File: src/rtl/sb_pkg.sv
// Shared types and width helpers for the store buffer with load forwarding.
// Latency: n/a (declarations only).
// Backpressure: n/a.
package sb_pkg;

  // Drain FSM: IDLE presents the head entry, WAIT holds it until the write completes.
  typedef enum logic {
    SB_IDLE = 1'b0,
    SB_WAIT = 1'b1
  } sb_state_e;

  // Ceiling log2, usable in constant expressions; clog2(1) = 0.
  function automatic int clog2(input int value);
    int r;
    r = 0;
    for (int v = value - 1; v > 0; v = v >> 1) begin
      r++;
    end
    return r;
  endfunction

  // Default geometry and the widths derived from it.
  localparam int SB_DEPTH  = 4;
  localparam int SB_ADDR_W = 32;
  localparam int SB_DATA_W = 32;
  localparam int SB_BE_W   = SB_DATA_W / 8;
  localparam int SB_PTR_W  = clog2(SB_DEPTH);

endpackage

File: src/rtl/sb_byte_merge.sv
// Per-byte priority merge of DEPTH age-ordered buffer entries over a fallback word.
// Latency: purely combinational.
// Backpressure: none.
// Ports: data/strb/match are indexed by age (0 = oldest, DEPTH-1 = youngest);
//        fallback supplies any byte no matching entry writes; merged/hit_mask are the result.
module sb_byte_merge
  import sb_pkg::*;
#(
  parameter int DEPTH  = SB_DEPTH,
  parameter int DATA_W = SB_DATA_W,
  localparam int BE_W  = DATA_W / 8
) (
  input  logic [DEPTH-1:0][DATA_W-1:0] data,
  input  logic [DEPTH-1:0][BE_W-1:0]   strb,
  input  logic [DEPTH-1:0]             match,
  input  logic [DATA_W-1:0]            fallback,
  output logic [DATA_W-1:0]            merged,
  output logic [BE_W-1:0]              hit_mask
);

  // Walk oldest to youngest so a younger writer of a byte overrides an older one.
  always_comb begin
    merged   = fallback;
    hit_mask = '0;
    for (int k = 0; k < DEPTH; k++) begin
      for (int b = 0; b < BE_W; b++) begin
        if (match[k] && strb[k][b]) begin
          merged[b*8 +: 8] = data[k][b*8 +: 8];
          hit_mask[b]      = 1'b1;
        end
      end
    end
  end

endmodule

File: src/rtl/store_buffer_fwd.sv
// In-order store buffer draining to an SRAM-like write port, with per-byte load forwarding.
// Latency: a store into an empty, idle buffer raises wr_req the next cycle; forwarding is combinational.
// Backpressure: st_ready drops when all DEPTH entries are occupied; one write outstanding at a time.
// Ports: st_* enqueue side; ld_* forwarding lookup; wr_* write request (addr_ok accepts,
//        data_ok completes and pops); sb_empty/sb_count occupancy.
module store_buffer_fwd
  import sb_pkg::*;
#(
  parameter int DEPTH  = SB_DEPTH,
  parameter int ADDR_W = SB_ADDR_W,
  parameter int DATA_W = SB_DATA_W,
  localparam int BE_W  = DATA_W / 8,
  localparam int PTR_W = clog2(DEPTH)
) (
  input  logic              clk,
  input  logic              resetn,
  input  logic              st_valid,
  output logic              st_ready,
  input  logic [ADDR_W-1:0] st_addr,
  input  logic [BE_W-1:0]   st_wstrb,
  input  logic [DATA_W-1:0] st_wdata,
  input  logic [ADDR_W-1:0] ld_addr,
  input  logic [DATA_W-1:0] ld_data_in,
  output logic [DATA_W-1:0] ld_data_out,
  output logic [BE_W-1:0]   ld_hit_mask,
  output logic              ld_full_hit,
  output logic              wr_req,
  output logic [ADDR_W-1:0] wr_addr,
  output logic [BE_W-1:0]   wr_wstrb,
  output logic [DATA_W-1:0] wr_wdata,
  input  logic              wr_addr_ok,
  input  logic              wr_data_ok,
  output logic              sb_empty,
  output logic [PTR_W:0]    sb_count
);

  // Low address bits that select a byte within a word; ignored when matching.
  localparam int OFF_W = clog2(BE_W);

  logic [ADDR_W-1:0] e_addr [DEPTH];
  logic [BE_W-1:0]   e_strb [DEPTH];
  logic [DATA_W-1:0] e_data [DEPTH];
  logic [DEPTH-1:0]  e_vld;

  logic [PTR_W-1:0]  head;
  logic [PTR_W-1:0]  tail;
  logic [PTR_W:0]    count;
  sb_state_e         state;
  sb_state_e         state_nxt;
  logic              push;
  logic              pop;

  assign sb_empty = (count == '0);
  assign sb_count = count;
  assign st_ready = (count != (PTR_W+1)'(DEPTH));
  assign push     = st_valid && st_ready;
  // Only a completion while waiting retires the head; stray data_ok in IDLE is dropped.
  assign pop      = (state == SB_WAIT) && wr_data_ok;

  assign wr_addr  = e_addr[head];
  assign wr_wstrb = e_strb[head];
  assign wr_wdata = e_data[head];

  // Drain FSM
  always_ff @(posedge clk or negedge resetn) begin
    if (!resetn) begin
      state <= SB_IDLE;
    end else begin
      state <= state_nxt;
    end
  end

  always_comb begin
    state_nxt = state;
    wr_req    = 1'b0;
    case (state)
      SB_IDLE: begin
        wr_req = !sb_empty;
        if (wr_req && wr_addr_ok) begin
          state_nxt = SB_WAIT;
        end
      end
      SB_WAIT: begin
        if (wr_data_ok) begin
          state_nxt = SB_IDLE;
        end
      end
      default: state_nxt = SB_IDLE;
    endcase
  end

  // Pointers, occupancy and valid bits. Push and pop never target the same slot:
  // head == tail with entries present means full, and a full buffer refuses pushes.
  always_ff @(posedge clk or negedge resetn) begin
    if (!resetn) begin
      head  <= '0;
      tail  <= '0;
      count <= '0;
      e_vld <= '0;
    end else begin
      if (push) begin
        tail        <= tail + PTR_W'(1);
        e_vld[tail] <= 1'b1;
      end
      if (pop) begin
        head        <= head + PTR_W'(1);
        e_vld[head] <= 1'b0;
      end
      case ({push, pop})
        2'b10:   count <= count + (PTR_W+1)'(1);
        2'b01:   count <= count - (PTR_W+1)'(1);
        default: count <= count;
      endcase
    end
  end

  // Payload storage needs no reset; it is only observed behind a valid bit.
  always_ff @(posedge clk) begin
    if (push) begin
      e_addr[tail] <= st_addr;
      e_strb[tail] <= st_wstrb;
      e_data[tail] <= st_wdata;
    end
  end

  // Re-index the ring by age so the merge sees oldest at 0 and youngest at DEPTH-1,
  // which keeps priority correct regardless of where the pointers have wrapped.
  logic [DEPTH-1:0][DATA_W-1:0] age_data;
  logic [DEPTH-1:0][BE_W-1:0]   age_strb;
  logic [DEPTH-1:0]             age_match;

  for (genvar k = 0; k < DEPTH; k++) begin : g_age
    logic [PTR_W-1:0] slot;
    assign slot         = head + PTR_W'(k);
    assign age_data[k]  = e_data[slot];
    assign age_strb[k]  = e_strb[slot];
    assign age_match[k] = e_vld[slot] &&
                          (e_addr[slot][ADDR_W-1:OFF_W] == ld_addr[ADDR_W-1:OFF_W]);
  end

  if (OFF_W > 0) begin : g_off
    logic unused_ld_off;
    assign unused_ld_off = ^ld_addr[OFF_W-1:0];
  end

  sb_byte_merge #(
    .DEPTH  (DEPTH),
    .DATA_W (DATA_W)
  ) u_merge (
    .data     (age_data),
    .strb     (age_strb),
    .match    (age_match),
    .fallback (ld_data_in),
    .merged   (ld_data_out),
    .hit_mask (ld_hit_mask)
  );

  assign ld_full_hit = &ld_hit_mask;

endmodule

File: config.mk
export PLATFORM = sky130hd
export DESIGN_NAME = store_buffer_fwd
export DESIGN_NICKNAME = d
export VERILOG_FILES = /design/src/rtl/sb_pkg.sv /design/src/rtl/sb_byte_merge.sv /design/src/rtl/store_buffer_fwd.sv
export SDC_FILE = /design/constraint.sdc
export NUM_CORES = 1
export LEC_CHECK = 0
export BUFFER_PORTS_ARGS = -buffer_cell sky130_fd_sc_hd__clkbuf_2
export CORE_UTILIZATION = 45
export DETAILED_ROUTE_END_ITERATION = 16
export PLACE_DENSITY = 0.69
export SYNTH_ARGS = -nofsm -noshare
export SYNTH_HDL_FRONTEND = slang
export SYNTH_SLANG_ARGS = --single-unit
File: constraint.sdc
create_clock -name clk -period 6.5 [get_ports clk]
set_input_delay 0.975 -clock clk [delete_from_list [all_inputs] [get_ports clk]]
set_output_delay 0.975 -clock clk [all_outputs]
set_load 0.01 [all_outputs]
* Word-level counts from Yosys, hierarchy flattened
Memories as Yosys holds them, arrays and structs flattened. Index checks and enable logic that the tools add are counted.
Word-level totals: register bits 12, memory bits (writable) 272, bits of input ports 137, word-level logic and storage cells 114, memories 3, output and inout port bits 111
Operators by class: bitwise gates (word level) 4, reductions and logical operators 29, order comparisons 7, multiplexer cells 53, add/sub/neg operators 6, eq/ne operators 7
Memory list:
- e_addr | words 4, bits a word 32, read ports 4, clocked after Yosys merged registers in 0, write ports 1, line store_buffer_fwd.sv:40 | logic [ADDR_W-1:0] e_addr [DEPTH];
- e_data | words 4, bits a word 32, read ports 4, clocked after Yosys merged registers in 0, write ports 1, line store_buffer_fwd.sv:42 | logic [DATA_W-1:0] e_data [DEPTH];
- e_strb | words 4, bits a word 4, read ports 4, clocked after Yosys merged registers in 0, write ports 1, line store_buffer_fwd.sv:41 | logic [BE_W-1:0] e_strb [DEPTH];
Operators by type and width (count):
- 8-bit 2-to-1 mux | 16
- 30-bit equality test | 4
- 1-bit 2-to-1 mux | 27
- 1-bit logical AND | 25
- 2-bit by 3-bit < comparator with 1-bit output (second input constant) | 5
- 1-bit binary-select mux with 2-bit select | 4
- 4-bit 2-to-1 mux | 2
- 3-bit case mux with 2 select lines | 1
- 2-bit by 1-bit adder with 2-bit output (second input constant) | 2
- 2-bit adder (second input constant) | 2
- 4-bit bitwise AND | 1
- 1-bit demux with 2-bit select | 2
- 2-bit by 1-bit >= comparator with 1-bit output (second input constant) | 2
- 4-bit inverter | 1
- 4-bit bitwise OR | 1
- 4-bit AND reduction | 1
- 3-bit by 1-bit adder with 3-bit output (second input constant) | 1
- 3-bit zero test | 1
- 3-bit != test (second input constant) | 1
- 3-bit by 1-bit subtractor with 3-bit output (second input constant) | 1
- 2-bit by 1-bit equality test with 1-bit output (second input constant) | 1
- 2-bit equality test (second input constant) | 1
- 1-bit case mux with 2 select lines | 1
- 2-bit nonzero test | 1
- 2 further kinds | 2

* Logic depth before layout (Yosys ltp)
word-level depth 9, depth in mapped cells 23, mapped depth without buffers 10

* Cells and area by module
From an unflattened synthesis, not the netlist that was laid out.
Second synthesis, totals: cell total of the unflattened synthesis 1256, area, all modules 19088.3 µm²
Modules (own cells, without submodules):
- store_buffer_fwd | seq. area each 8468.1 µm², cells each 1016, instances 1, area an instance 17465.5 µm²
- sb_byte_merge | seq. area each 0.0 µm², cells each 240, instances 1, area an instance 1622.8 µm²

* Worst setup path after synthesis
No wires, ideal clock.
path type register to output, start point reg head[0], end point out ld_full_hit, buffers on the path 8, stages on the path, launching flop included 19, path slack 0.928 ns, arrival time 4.597 ns, data required time 5.525 ns, cells stage by stage dfrtp_1 buf_6 buf_12 buf_6 inv_1 buf_2 buf_2 clkbuf_1 ha_1 buf_6 buf_6 mux4_2 and2_1 or4_4 a21o_4 nor4_4 and2_1 nor4_1 a2111oi_2
Between the ends: word-level cells in the longest chain between the ends 9, elaborated cells between the ends (all ways) 54, those cells by class 3 x add/sub; 4 x eq/ne; 24 x mux; 21 x reduce/logical; 2 x memory
Ends and longest elaborated chain:
- start: declaration | line store_buffer_fwd.sv:45 | logic [PTR_W-1:0] head;
- start signal: assignment | line store_buffer_fwd.sv:106 | head <= head + PTR_W'(1);
- 2-bit by 1-bit adder with 2-bit output (*) | line store_buffer_fwd.sv:134 | assign slot = head + PTR_W'(k);
- net g_age[1].slot[0] | line store_buffer_fwd.sv:133 | logic [PTR_W-1:0] slot;
- memory 4 x 32 bit or 1-bit binary-select mux with 2-bit select (tied branches)
- 30-bit equality test or 1-bit 2-to-1 mux (tied branches) | line store_buffer_fwd.sv:138, store_buffer_fwd.sv:137
- 1-bit logical AND | line store_buffer_fwd.sv:137 | assign age_match[k] = e_vld[slot] &&
- 1-bit logical AND | line sb_byte_merge.sv:27 | if (match[k] && strb[k][b]) begin
- 1-bit 2-to-1 mux (3 in series) | line sb_byte_merge.sv:27
- 4-bit AND reduction (*) | line store_buffer_fwd.sv:158 | assign ld_full_hit = &ld_hit_mask;
- end: declaration | line store_buffer_fwd.sv:26 | output logic ld_full_hit,
Mark *: on every way through the listed nets, which the timed path passes. The rest lies on a longest branch. The select of a mux whose other input is x is not followed.

* Final worst setup path
start point reg head[0], end point out ld_full_hit
Between the ends: word-level cells in the longest chain between the ends 9, elaborated cells between the ends (all ways) 54, those cells by class 3 x add/sub; 4 x eq/ne; 24 x mux; 21 x reduce/logical; 2 x memory
Ends and longest elaborated chain:
- 2-bit by 1-bit adder with 2-bit output (tied with other cells) | line store_buffer_fwd.sv:134
- memory 4 x 32 bit (tied with other cells)
- 30-bit equality test (tied with other cells) | line store_buffer_fwd.sv:138 | (e_addr[slot][ADDR_W-1:OFF_W] == ld_addr[ADDR_W-1:OFF_W]);
- 1-bit logical AND, on equally long branches | line store_buffer_fwd.sv:137, sb_byte_merge.sv:27
- 1-bit logical AND or 1-bit 2-to-1 mux (tied branches) | line sb_byte_merge.sv:27
- 1-bit 2-to-1 mux (3 in series) | line sb_byte_merge.sv:27
- 4-bit AND reduction (*) | line store_buffer_fwd.sv:158
Mark *: on every way between the ends. The rest lies on a longest branch, timed or not. The select of a mux whose other input is x is not followed.

==> results.py <==
metrics = {
    "clock_tree": {
        "cts.sinks": 284,
        "post_cts_buffers": 0,
        "post_cts_resized": 0,
        "clk_latency_ns": 0.55,
        "clk_pin_slew_ns": 0.06,
        "ctsHoldBuffers": 0,
        "cts.htree.levels": 2,
        "cts_root_buffer": "clkbuf_16",
        "numCtsBuffers": 34,
        "cts_tree": "built",
        "cts_buffer_depth": 3,
    },
    "placed_design": {
        "gp_congestion": 0.992,
        "dp_hpwl_um": 46800,
        "place_ws_ns": 0.970,
        "postPlaceCellArea_mm2": 0.0219,
        "placed_cells": 2227,
        "port-buffer-count": 245,
    },
    "final_layout": {
        "area_growth_pct": 13.6,
        "drive_above_1_share_pct": 35.4,
        "fillCellCount": 3786,
        "finalNonFillerCells": 2292,
        "regArea_mm2": 0.00848,
        "nNetsFinal": 1818,
        "multi_input_area_mm2": 0.0109,
        "final_area_mm2": 0.0230,
    },
    "grt": {
        "grt_pass1_vias": 15000,
        "antenna_found_initial": 8,
        "grt_max_degree": 130,
        "track_usage_pct": 28.6,
        "grt_pass1_wl_um": 98800,
        "gr-total-overflow": 0,
    },
    "synthesis": {
        "synth_area_leader_cell": "edfxtp_1",
        "synth_seq_area_share_pct": 41.8,
        "synth_commonest_cells": "edfxtp_1, mux4_2, mux2i_1, xnor2_1, a21oi_1",
        "postSynth.asyncResetShare_pct": 4.23,
        "synth.avg_cell_area_um2": 13.6,
        "yosys-top-cells-area": "edfxtp_1, mux4_2, mux2i_1",
        "ys_ff_latch": 284,
        "netlist_area_mm2": 0.0203,
        "yosysWarnings": 0,
        "synthFlopType": "edfxtp_1",
        "synth_edf_count": 272,
        "synth_most_common_cell": "edfxtp_1",
        "synth_top_area_share_pct": 40.3,
        "synth_cell_types": 90,
        "netlist_instances": 1486,
        "syn_nets": 1633,
    },
    "sta": {
        "worst_pin_slew_ns": 1.05,
        "timing.fmax_mhz": 163,
        "fin_skew_ns": 0.0101,
        "whs_ns": 0.314,
        "post-route-min-period_ns": 6.14,
        "setup_tns_ns": 0,
        "rsz0062_at_grt": "no",
        "setup_violations": 0,
        "hold_viol": 0,
        "finalCritPeriodShare_pct": 94.4,
        "drv_slew": 0,
        "relSlewSlack_pct": 29.4,
        "setup_ws_ns": 0.363,
    },
    "routing": {
        "vias_per_cell": 6.84,
        "drtIter0Drc": 2114,
        "ant_nets": 0,
        "post_drt_wl_per_cell_um": 29.0,
        "num_vias": 15700,
        "drc_errors": 0,
        "wl_um": 66500,
        "drtPass1Iterations": 8,
    },
    "worst_setup_path": {
        "reg2reg_depth": 4,
        "path_max_fanout": 129,
        "critical_path_class": "reg -> out",
        "required_ns": 5.52,
        "r2r_setup_slack_ns": 4.06,
        "crit_path_end_kind": "output pin",
        "r2r-end": "e_addr[0][2]",
        "timing.rr.start": "sb_count[0]",
        "worstPathArrival_ns": 5.16,
        "setup.worst_path.start_class": "flop",
    },
    "pwr": {
        "leakage_nw": 8.03,
        "worst_ir_drop_vdd_mv": 0.360,
        "powerDensity_mw_per_mm2": 506,
    },
    "die": {
        "row_count": 77,
        "core_mm2": 0.0443,
        "pin_count": 248,
        "start_util_pct": 45.7,
        "die_area_mm2": 0.0459,
        "fp.dieW_um": 214,
        "die_h_um": 214,
    },
    "job": {
        "cap_violations": 0,
    },
    "hold_path": {
        "hp-class": "in -> async",
    },
    "status": {
        "status": "finished, final reports clean",
    },
}
[where the power goes]
group	switching, mW	total [mW]	leakage, nW	internal, mW
Sequential	0.314	2.76	2.63	2.45
Combinational	3.82	6.95	4.86	3.13
Clock	0.778	1.94	0.541	1.16
[logic make-up (layout without fill, tap and decap cells)]
group                      after synthesis  after routing  share of synthesized area (%)
AOI/OAI and AO/OA                      314            314                           11.1
xor gates and xnor gates                91             91                           3.97
buffers and inverters                  186            397                           4.72
and+or+nand+nor                        249            249                           7.44
adders and majority gates               10             10                          0.654
other                                    0              3                              0
DFF                                    284            284                           41.8
muxes                                  352            352                           30.3
[worst max path at each step]
stage | start | depth (start not counted) | slack (ns) | endpoint
after floorplan | head[0] | 18 | 0.93 | ld_full_hit
after global placement | head[0] | 12 | 1.04 | ld_data_out[18]
after global routing | head[0] | 13 | 0.07 | ld_data_out[14]
after CTS | head[1] | 13 | 0.37 | ld_full_hit
final | head[0] | 12 | 0.36 | ld_full_hit
after detailed placement | head[1] | 13 | 0.97 | ld_full_hit
[worst max-delay path, stage by stage (launching register included)]
cell,delay [ns]
dfrtp_4,0.53
buf_12,0.61
mux4_2,0.61
xnor2_1,0.35
nand4_1,0.13
a2111oi_0,0.52
buf_4,0.24
and3_1,0.16
buf_4,0.18
and2_1,0.40
nor4_1,0.18
a2111oi_2,0.31
clkbuf_2,0.23
[flip-flops by register name (all words and copies together), names as in the netlist]
| register | count |
|---|---|
| e_addr | 128 |
| sb_count | 3 |
| tail | 2 |
| head | 2 |
| state | 1 |
| e_data | 128 |
| e_strb | 16 |
| e_vld | 4 |
[cells in the final DEF, fill, tap and decap left out, types with 7 or more instances in the layout]
cell type / Yosys / routed
mux2i_1: 119 / 119
mux4_2: 203 / 203
xnor2_1: 79 / 79
nor4_1: 8 / 7
nand3_1: 32 / 32
edfxtp_1: 272 / 272
nor2_1: 36 / 36
a222oi_1: 10 / 10
buf_4: 22 / 37
nor4b_1: 19 / 19
a21boi_0: 32 / 32
clkbuf_16: 0 / 35
inv_1: 48 / 47
clkbuf_2: 2 / 245
mux2_2: 26 / 26
o32ai_1: 33 / 33
a32oi_1: 18 / 18
o21ai_1: 29 / 29
o21ai_0: 27 / 27
o2bb2ai_1: 9 / 9
nand4_1: 15 / 15
xor2_1: 11 / 11
a2bb2oi_1: 8 / 8
clkbuf_1: 45 / 13
and2_1: 11 / 11
ha_1: 9 / 8
dfrtp_1: 12 / 10
o22ai_1: 17 / 17
nor3_1: 27 / 27
a221oi_1: 7 / 7
a31oi_1: 22 / 22
a21oi_1: 51 / 51
and3_1: 27 / 23
nand2_1: 28 / 28
[per-stage QoR]
step | util [%] | total power, mW
2_1_floorplan | - | 7.85
6_report | 51.9 | 11.7
3_3_place_gp | 49.4 | 9.54
3_5_place_dp | 49.4 | 9.64
5_1_grt | 51.9 | 12.1
4_1_cts | 51.9 | 11.6
[metal layers]
metal	track usage, %	wire (um)
met4	9.14	2240
met2	45.6	31100
met3	5.30	7080
met1	39.6	25900
met5	0	56
[layout make-up]
cell class	count	area share [%]
Tap cell	592	3.22
Clock inverter	14	0.837
Antenna cell	3	0.0326
Timing Repair Buffer	287	6.97
Sequential cell	284	36.8
Inverter	48	0.783
Clock buffer	48	4.02
Multi-Input combinational cell	1016	47.3
Power figures use the tool's default switching activity.
